[src/rtl/rv_exception_unit.sv]
// Trap and interrupt sequencer for the execute stage: prioritises exceptions and
// interrupts, redirects fetch to the handler and back, and owns the machine timer.
module rv_exception_unit #(
    parameter logic [31:0] TRAP_VECTOR = 32'h0000_0008
) (
    input  logic        clk_i,
    input  logic        rst_i,
    input  logic        x_stall_i,
    input  logic        x_valid_i,
    input  logic        x_illegal_i,
    input  logic        x_misaligned_i,
    input  logic        x_ebreak_i,
    input  logic        x_ecall_i,
    input  logic        x_mret_i,
    input  logic        csr_mstatus_mie_i,
    input  logic [1:0]  csr_irq_mask_i,
    input  logic [31:0] csr_mepc_i,
    input  logic        timecmp_we_i,
    input  logic [31:0] timecmp_i,
    input  logic        irq_i,
    output logic        x_kill_o,
    output logic        x_exception_o,
    output logic        x_exception_irq_o,
    output logic [2:0]  x_exception_id_o,
    output logic        f_load_o,
    output logic [31:0] f_pc_o,
    output logic        ext_pending_o,
    output logic        timer_pending_o,
    output logic        in_handler_o
);

    typedef enum logic [1:0] {
        ST_IDLE,
        ST_TRAP,
        ST_HANDLER,
        ST_RETURN
    } state_t;

    state_t      state_reg, state_next;
    logic        irq_meta_reg, irq_sync_reg;
    logic [31:0] mtime_reg, mtimecmp_reg;
    logic        timer_pending_reg;
    logic        exception_reg, exception_irq_reg, f_load_reg;
    logic [2:0]  exception_id_reg;
    logic [31:0] f_pc_reg;

    logic        in_handler, accept, ext_eligible, timer_eligible;
    logic        trap_sel, trap_irq, mret_sel;
    logic [2:0]  trap_id;

    // Synchronizer, timer and compare register keep running in every state.
    always_ff @(posedge clk_i or posedge rst_i) begin
        if (rst_i) begin
            irq_meta_reg      <= 1'b0;
            irq_sync_reg      <= 1'b0;
            mtime_reg         <= 32'd0;
            mtimecmp_reg      <= 32'hFFFF_FFFF;
            timer_pending_reg <= 1'b0;
        end else begin
            irq_meta_reg <= irq_i;
            irq_sync_reg <= irq_meta_reg;
            mtime_reg    <= mtime_reg + 32'd1;
            if (timecmp_we_i) begin
                mtimecmp_reg      <= timecmp_i;
                timer_pending_reg <= 1'b0;
            end else if (mtime_reg == mtimecmp_reg) begin
                timer_pending_reg <= 1'b1;
            end
        end
    end

    assign in_handler     = (state_reg == ST_HANDLER);
    assign accept         = x_valid_i && !x_stall_i &&
                            (state_reg == ST_IDLE || state_reg == ST_HANDLER);
    assign ext_eligible   = csr_mstatus_mie_i && csr_irq_mask_i[0] && irq_sync_reg && !in_handler;
    assign timer_eligible = csr_mstatus_mie_i && csr_irq_mask_i[1] && timer_pending_reg && !in_handler;

    // Priority chain; an mret outside the handler is reported as illegal.
    always_comb begin
        trap_sel = 1'b0;
        trap_irq = 1'b0;
        trap_id  = 3'd0;
        mret_sel = 1'b0;
        if (accept) begin
            if (ext_eligible) begin
                trap_sel = 1'b1;
                trap_irq = 1'b1;
                trap_id  = 3'd3;
            end else if (timer_eligible) begin
                trap_sel = 1'b1;
                trap_irq = 1'b1;
                trap_id  = 3'd7;
            end else if (x_illegal_i || (x_mret_i && !in_handler)) begin
                trap_sel = 1'b1;
                trap_id  = 3'd0;
            end else if (x_misaligned_i) begin
                trap_sel = 1'b1;
                trap_id  = 3'd1;
            end else if (x_ebreak_i) begin
                trap_sel = 1'b1;
                trap_id  = 3'd2;
            end else if (x_ecall_i) begin
                trap_sel = 1'b1;
                trap_id  = 3'd4;
            end else if (x_mret_i) begin
                mret_sel = 1'b1;
            end
        end
    end

    always_comb begin
        state_next = state_reg;
        case (state_reg)
            ST_IDLE:    if (trap_sel) state_next = ST_TRAP;
            ST_TRAP:    state_next = ST_HANDLER;
            ST_HANDLER: begin
                if (trap_sel)      state_next = ST_TRAP;
                else if (mret_sel) state_next = ST_RETURN;
            end
            ST_RETURN:  state_next = ST_IDLE;
            default:    state_next = ST_IDLE;
        endcase
    end

    always_ff @(posedge clk_i or posedge rst_i) begin
        if (rst_i) begin
            state_reg         <= ST_IDLE;
            exception_reg     <= 1'b0;
            exception_irq_reg <= 1'b0;
            exception_id_reg  <= 3'd0;
            f_load_reg        <= 1'b0;
            f_pc_reg          <= 32'd0;
        end else begin
            state_reg         <= state_next;
            exception_reg     <= trap_sel;
            exception_irq_reg <= trap_sel && trap_irq;
            exception_id_reg  <= trap_sel ? trap_id : 3'd0;
            f_load_reg        <= trap_sel || mret_sel;
            f_pc_reg          <= trap_sel ? TRAP_VECTOR : (mret_sel ? csr_mepc_i : 32'd0);
        end
    end

    // Redirect states swallow whatever sits in execute.
    assign x_kill_o          = (accept && (trap_sel || mret_sel)) ||
                               ((state_reg == ST_TRAP || state_reg == ST_RETURN) && x_valid_i);
    assign x_exception_o     = exception_reg;
    assign x_exception_irq_o = exception_irq_reg;
    assign x_exception_id_o  = exception_id_reg;
    assign f_load_o          = f_load_reg;
    assign f_pc_o            = f_pc_reg;
    assign ext_pending_o     = irq_sync_reg;
    assign timer_pending_o   = timer_pending_reg;
    assign in_handler_o      = in_handler;

endmodule

[config.mk]
export PLATFORM = sky130hd
export DESIGN_NAME = rv_exception_unit
export DESIGN_NICKNAME = d
export VERILOG_FILES = /design/src/rtl/rv_exception_unit.sv
export SDC_FILE = /design/constraint.sdc
export NUM_CORES = 1
export LEC_CHECK = 0
export CAP_MARGIN = 20
export CORE_ASPECT_RATIO = 0.75
export CORE_MARGIN = 10
export CORE_UTILIZATION = 55
export CTS_CLUSTER_SIZE = 25
export DETAILED_ROUTE_END_ITERATION = 8
export DONT_BUFFER_PORTS = 1
export GPL_TIMING_DRIVEN = 0
export PLACE_DENSITY = 0.7
export SLEW_MARGIN = 15
export SYNTH_ARGS = -nofsm -noshare
export SYNTH_HDL_FRONTEND = slang
export SYNTH_SLANG_ARGS = --single-unit
[constraint.sdc]
create_clock -name clk_i -period 11.5 [get_ports clk_i]
set_clock_uncertainty 0.1 [all_clocks]
set_input_delay 3.45 -clock clk_i [delete_from_list [all_inputs] [get_ports clk_i]]
set_output_delay 3.45 -clock clk_i [all_outputs]
set_load 0.005 [all_outputs]
==> results.txt <==
----------------------------------------------------
[Run status]
  Result of the run ... completed

[Logic synthesis]
  Part of the Yosys area used for sequential elements ... 0.6076
  Combinational family with the most area after synthesis ... simple AND/OR/NAND/NOR gates
  Cell type with the highest aggregate area in the netlist ... dfrtp_1
  Share of synthesized cell area in full adder, half adder and majority cells ... 0.002797
  Number of distinct standard cells referenced by the synthesized netlist ... 35
  Number of standard cells after synthesis ... about 340
  Yosys warns ... 0
  Portion of netlist area occupied by mux cells ... 0.08056
  Xor and xnor fraction of the mapped netlist area ... 0.1214
  Synthesized area ... about 0.0045 mm2
  Number of nets in the synthesized netlist ... 423
  Top cells by area in the synthesized netlist ... dfrtp_1, dfstp_2, xnor2_1, mux2_2, and2_1
  Syn_area_per_cell ... approximately 13 um2
  Area share of the largest cell type after synthesis ... 0.4196
  Compound-cell area share of the yosys netlist ... 0.01231
  Flops & latches, synth ... between 100 and 150
  Synth Area in Simple Gates ... 0.1603

[Placed design]
  Post-Place Setup Slack ... between 3 and 4 ns
  RD Place Congestion ... ~0.84
  Port Buffer Count ... 0
  Area of placed instances ... between 0.004 and 0.005 mm2
  Post-detail-place hpwl ... between 7000 and 8000 um

[CTS]
  Resized cells post-CTS ... 0
  Insertion delay to the later sink of the worst-skew pair ... 0.37 ns
  Clock-pin slew of the registers on the worst-case setup and hold paths ... 0.09 ns
  Total setup buffers inserted after CTS ... 0
  Total number of H-tree levels ... 3
  CTS hold repair buffers ... 0
  Clock root buffer ... clkbuf_8
  CTS tree ... built
  Number of buffers between clock root and the deepest sink ... 2
  Cts bufs inserted ... 9
  Number of clock sinks seen by CTS ... roughly 110

[STA]
  Achievable frequency ... between 0.1 and 0.15 GHz
  Setup repair after global routing missed its margin ... false
  Max_slew headroom ... 0.5143
  Fin crit share ... 0.6816
  Actual slew at the worst max-slew pin ... 0.7286 ns
  Setup tns final ... 0 ns
  Minimum period implied by the final worst setup slack ... 7.838 ns
  PnR worst setup slack ... approximately 3.7 ns
  Final setup fails ... 0
  Slew Viols, Final ... 0
  Hold violation count in the final report ... 0

[Die]
  Row Count ... 28
  Initial standard-cell utilization of the core ... 0.5649
  Overall die area ... approximately 0.012 mm2
  Die Y ... just under 100 um
  Placeable core area ... around 0.008 mm2
  Ports ... 120
  Width of the die ... between 100 and 150 um

[Critical path]
  CP top delay family ... simple AND/OR/NAND/NOR gates
  Crit Path Class ... in -> out
  Data required time at the worst endpoint ... ~8 ns
  Slowest stage cell on the critical path ... a211oi_2
  Most frequent CP cell ... nand2_1
  Reg-to-reg slack, setup ... around 9.5 ns
  CP cell instances ... nand2_1 > a211oi_2 > nand4bb_1 > nand2_1 > nand2_1
  Startpoint type of the worst setup path ... input pin
  Critical path buffers and inverters ... 0
  CP endpoint kind ... output port
  Crit Path Max Fanout ... 5
  CP Data Arrival Time ... 4.29 ns
  Delay of the slowest critical-path stage ... 0.32 ns

[Pwr]
  Static Leakage ... roughly 2.1 nW
  Sw Share ... 0.2196
  Power density of the placed cells ... approximately 140 mW/mm2
  Combinational group share of total power ... 0.066
  Overall Power ... a little under 0.0007 W
  Switching power ... about 0.00015 W
  Clock power frac ... 0.330
  Sequential cell fraction of total power ... 0.604
  Internal power consumption ... between 0.0005 and 0.0006 W
  Highest ir drop seen on vdd ... roughly 0.10 mV

[Cells and area]
  Layout overhead on the synthesized area ... 7.916%
  Fill cell instance count of the final layout ... ~630
  Nets ... approximately 440
  Post-route cell area ... ~0.0048 mm2
  Fraction of layout cells with a size suffix above 1 ... 0.2742

[Route]
  Antenna viol nets, final ... 0
  Post-DR wirelength/cell ... 19.88 um
  Via count ... 2,495
  Routed vias/inst ... roughly 5.3
  DRC viols ... 0
  Overall routed net length ... 9286 um
  First-pass iteration count of the detailed router ... 4
  Drt first-iter violations ... ~240

[GRT]
  First-pass GRT wire length ... around 15,000 um
  Remaining global-route overflow ... 0
  Global router's overall resource usage ... 0.1581
  Maximum number of pins on one net before global-route repair ... just under 80
  Number of antenna violations at the first check in global routing ... 2
  Vias in the first global route ... ~2,700

[Worst hold path]
  Kind of path behind the tightest hold check ... reg -> reg

[Job]
  Number of maximum-capacitance constraint violations ... 0

----------------------------------------------------
power by group through the flow:
stage / Combinational [W] / Clock (W) / Sequential (W)
floorplan: 0.0000360 / 0 / 0.000413
global placement: 0.0000428 / 0 / 0.000415
detailed placement: 0.0000455 / 0 / 0.000416
CTS: 0.0000458 / 0.000230 / 0.000409
global route: 0.0000498 / 0.000247 / 0.000411
finish: 0.0000444 / 0.000223 / 0.000409
per-stage QoR:
step | hold slack (ns) | utilization | instances
2_1_floorplan | 0.2312 | - | 344
3_3_place_gp | 0.2330 | 0.5815 | 449
3_5_place_dp | 0.2581 | 0.5857 | 450
4_1_cts | 0.2759 | 0.6094 | 466
5_1_grt | 0.2681 | 0.6094 | 466
6_report | 0.2654 | 0.6097 | 467
placed cells by master (no fill, tap or decap), types with 2 or more instances in the layout:
master,netlist,layout
o21ai_0,3,3
nor2_1,12,12
xor2_1,8,8
xnor2_1,54,54
nand3_1,10,10
nand2b_1,2,2
a21oi_1,3,3
nor4_1,2,2
nand2_1,21,21
dfrtp_1,75,75
mux2_2,32,32
and3_2,4,4
clkbuf_8,0,10
buf_2,3,3
dfstp_2,32,32
inv_1,8,7
nand4_1,11,11
and2_1,34,34
a31oi_1,2,2
and3_1,5,5
nand3_2,5,5
clkbuf_1,4,8
path summary, 6_finish.rpt:
check | depth (start not counted) | start | to
worst max-delay path | 5 | csr_irq_mask_i[1] | x_kill_o
worst min-delay path | 0 | irq_meta_reg | ext_pending_o
worst max register to register | 6 | state_reg[0] | f_pc_o[12]
worst min register to register | 0 | irq_meta_reg | ext_pending_o
max in group asynchronous | 2 | rst_i | mtimecmp_reg[5]
min in group asynchronous | 1 | rst_i | f_pc_o[29]
per-layer routing:
layer	up-vias	global-route usage	part of all wire
met3	16	0.08170	0.10
met1	1230	0.2000	0.42
li1	1169	-	-
met4	2	0.05389	0.013
met2	78	0.2273	0.46
met5	-	0	0.0013
synth_stat cells:
cell / instances
nor2_1: 12
o21ai_0: 3
and2_2: 1
dfrtp_1: 75
a21oi_1: 3
inv_1: 8
xor2_1: 8
nand2_1: 21
dfstp_2: 32
a31oi_1: 2
nor2_4: 1
and3_4: 1
nor4_2: 1
buf_4: 1
and2_1: 34
ha_1: 1
nor3_1: 1
nand2b_1: 2
nor2b_1: 1
and3_2: 4
buf_2: 3
nor4_1: 2
nor3b_1: 1
a211oi_2: 1
nor4_4: 1
nand4bb_1: 1
clkbuf_1: 4
and3_1: 5
xnor2_1: 54
nand3_1: 10
nand4_4: 1
nand4_1: 11
mux2_2: 32
and4_2: 1
nand3_2: 5
cells by family after synthesis:
| group | after synthesis |
|---|---|
| buffers and inverters | 16 |
| xor gates and xnor gates | 62 |
| muxes | 32 |
| and+or+nand+nor | 117 |
| AOI/OAI and AO/OA | 9 |
| adders and majority gates | 1 |
| DFF | 107 |
final cells by class:
type | instances | area, um2 | area share
clock buffer | 14 | 152.6 | 0.03162
inverter | 8 | 35.03 | 0.007258
timing repair buffer | 1 | 27.53 | 0.005702
multi-input combinational | 221 | 1688 | 0.3497
clock inverter | 2 | 35.03 | 0.007258
sequential | 107 | 2718 | 0.5630
buffer | 8 | 37.54 | 0.007776
tap | 105 | 131.4 | 0.02722
antenna | 1 | 2.502 | 0.0005184
Note: power is estimated with default switching activity, not from simulation.
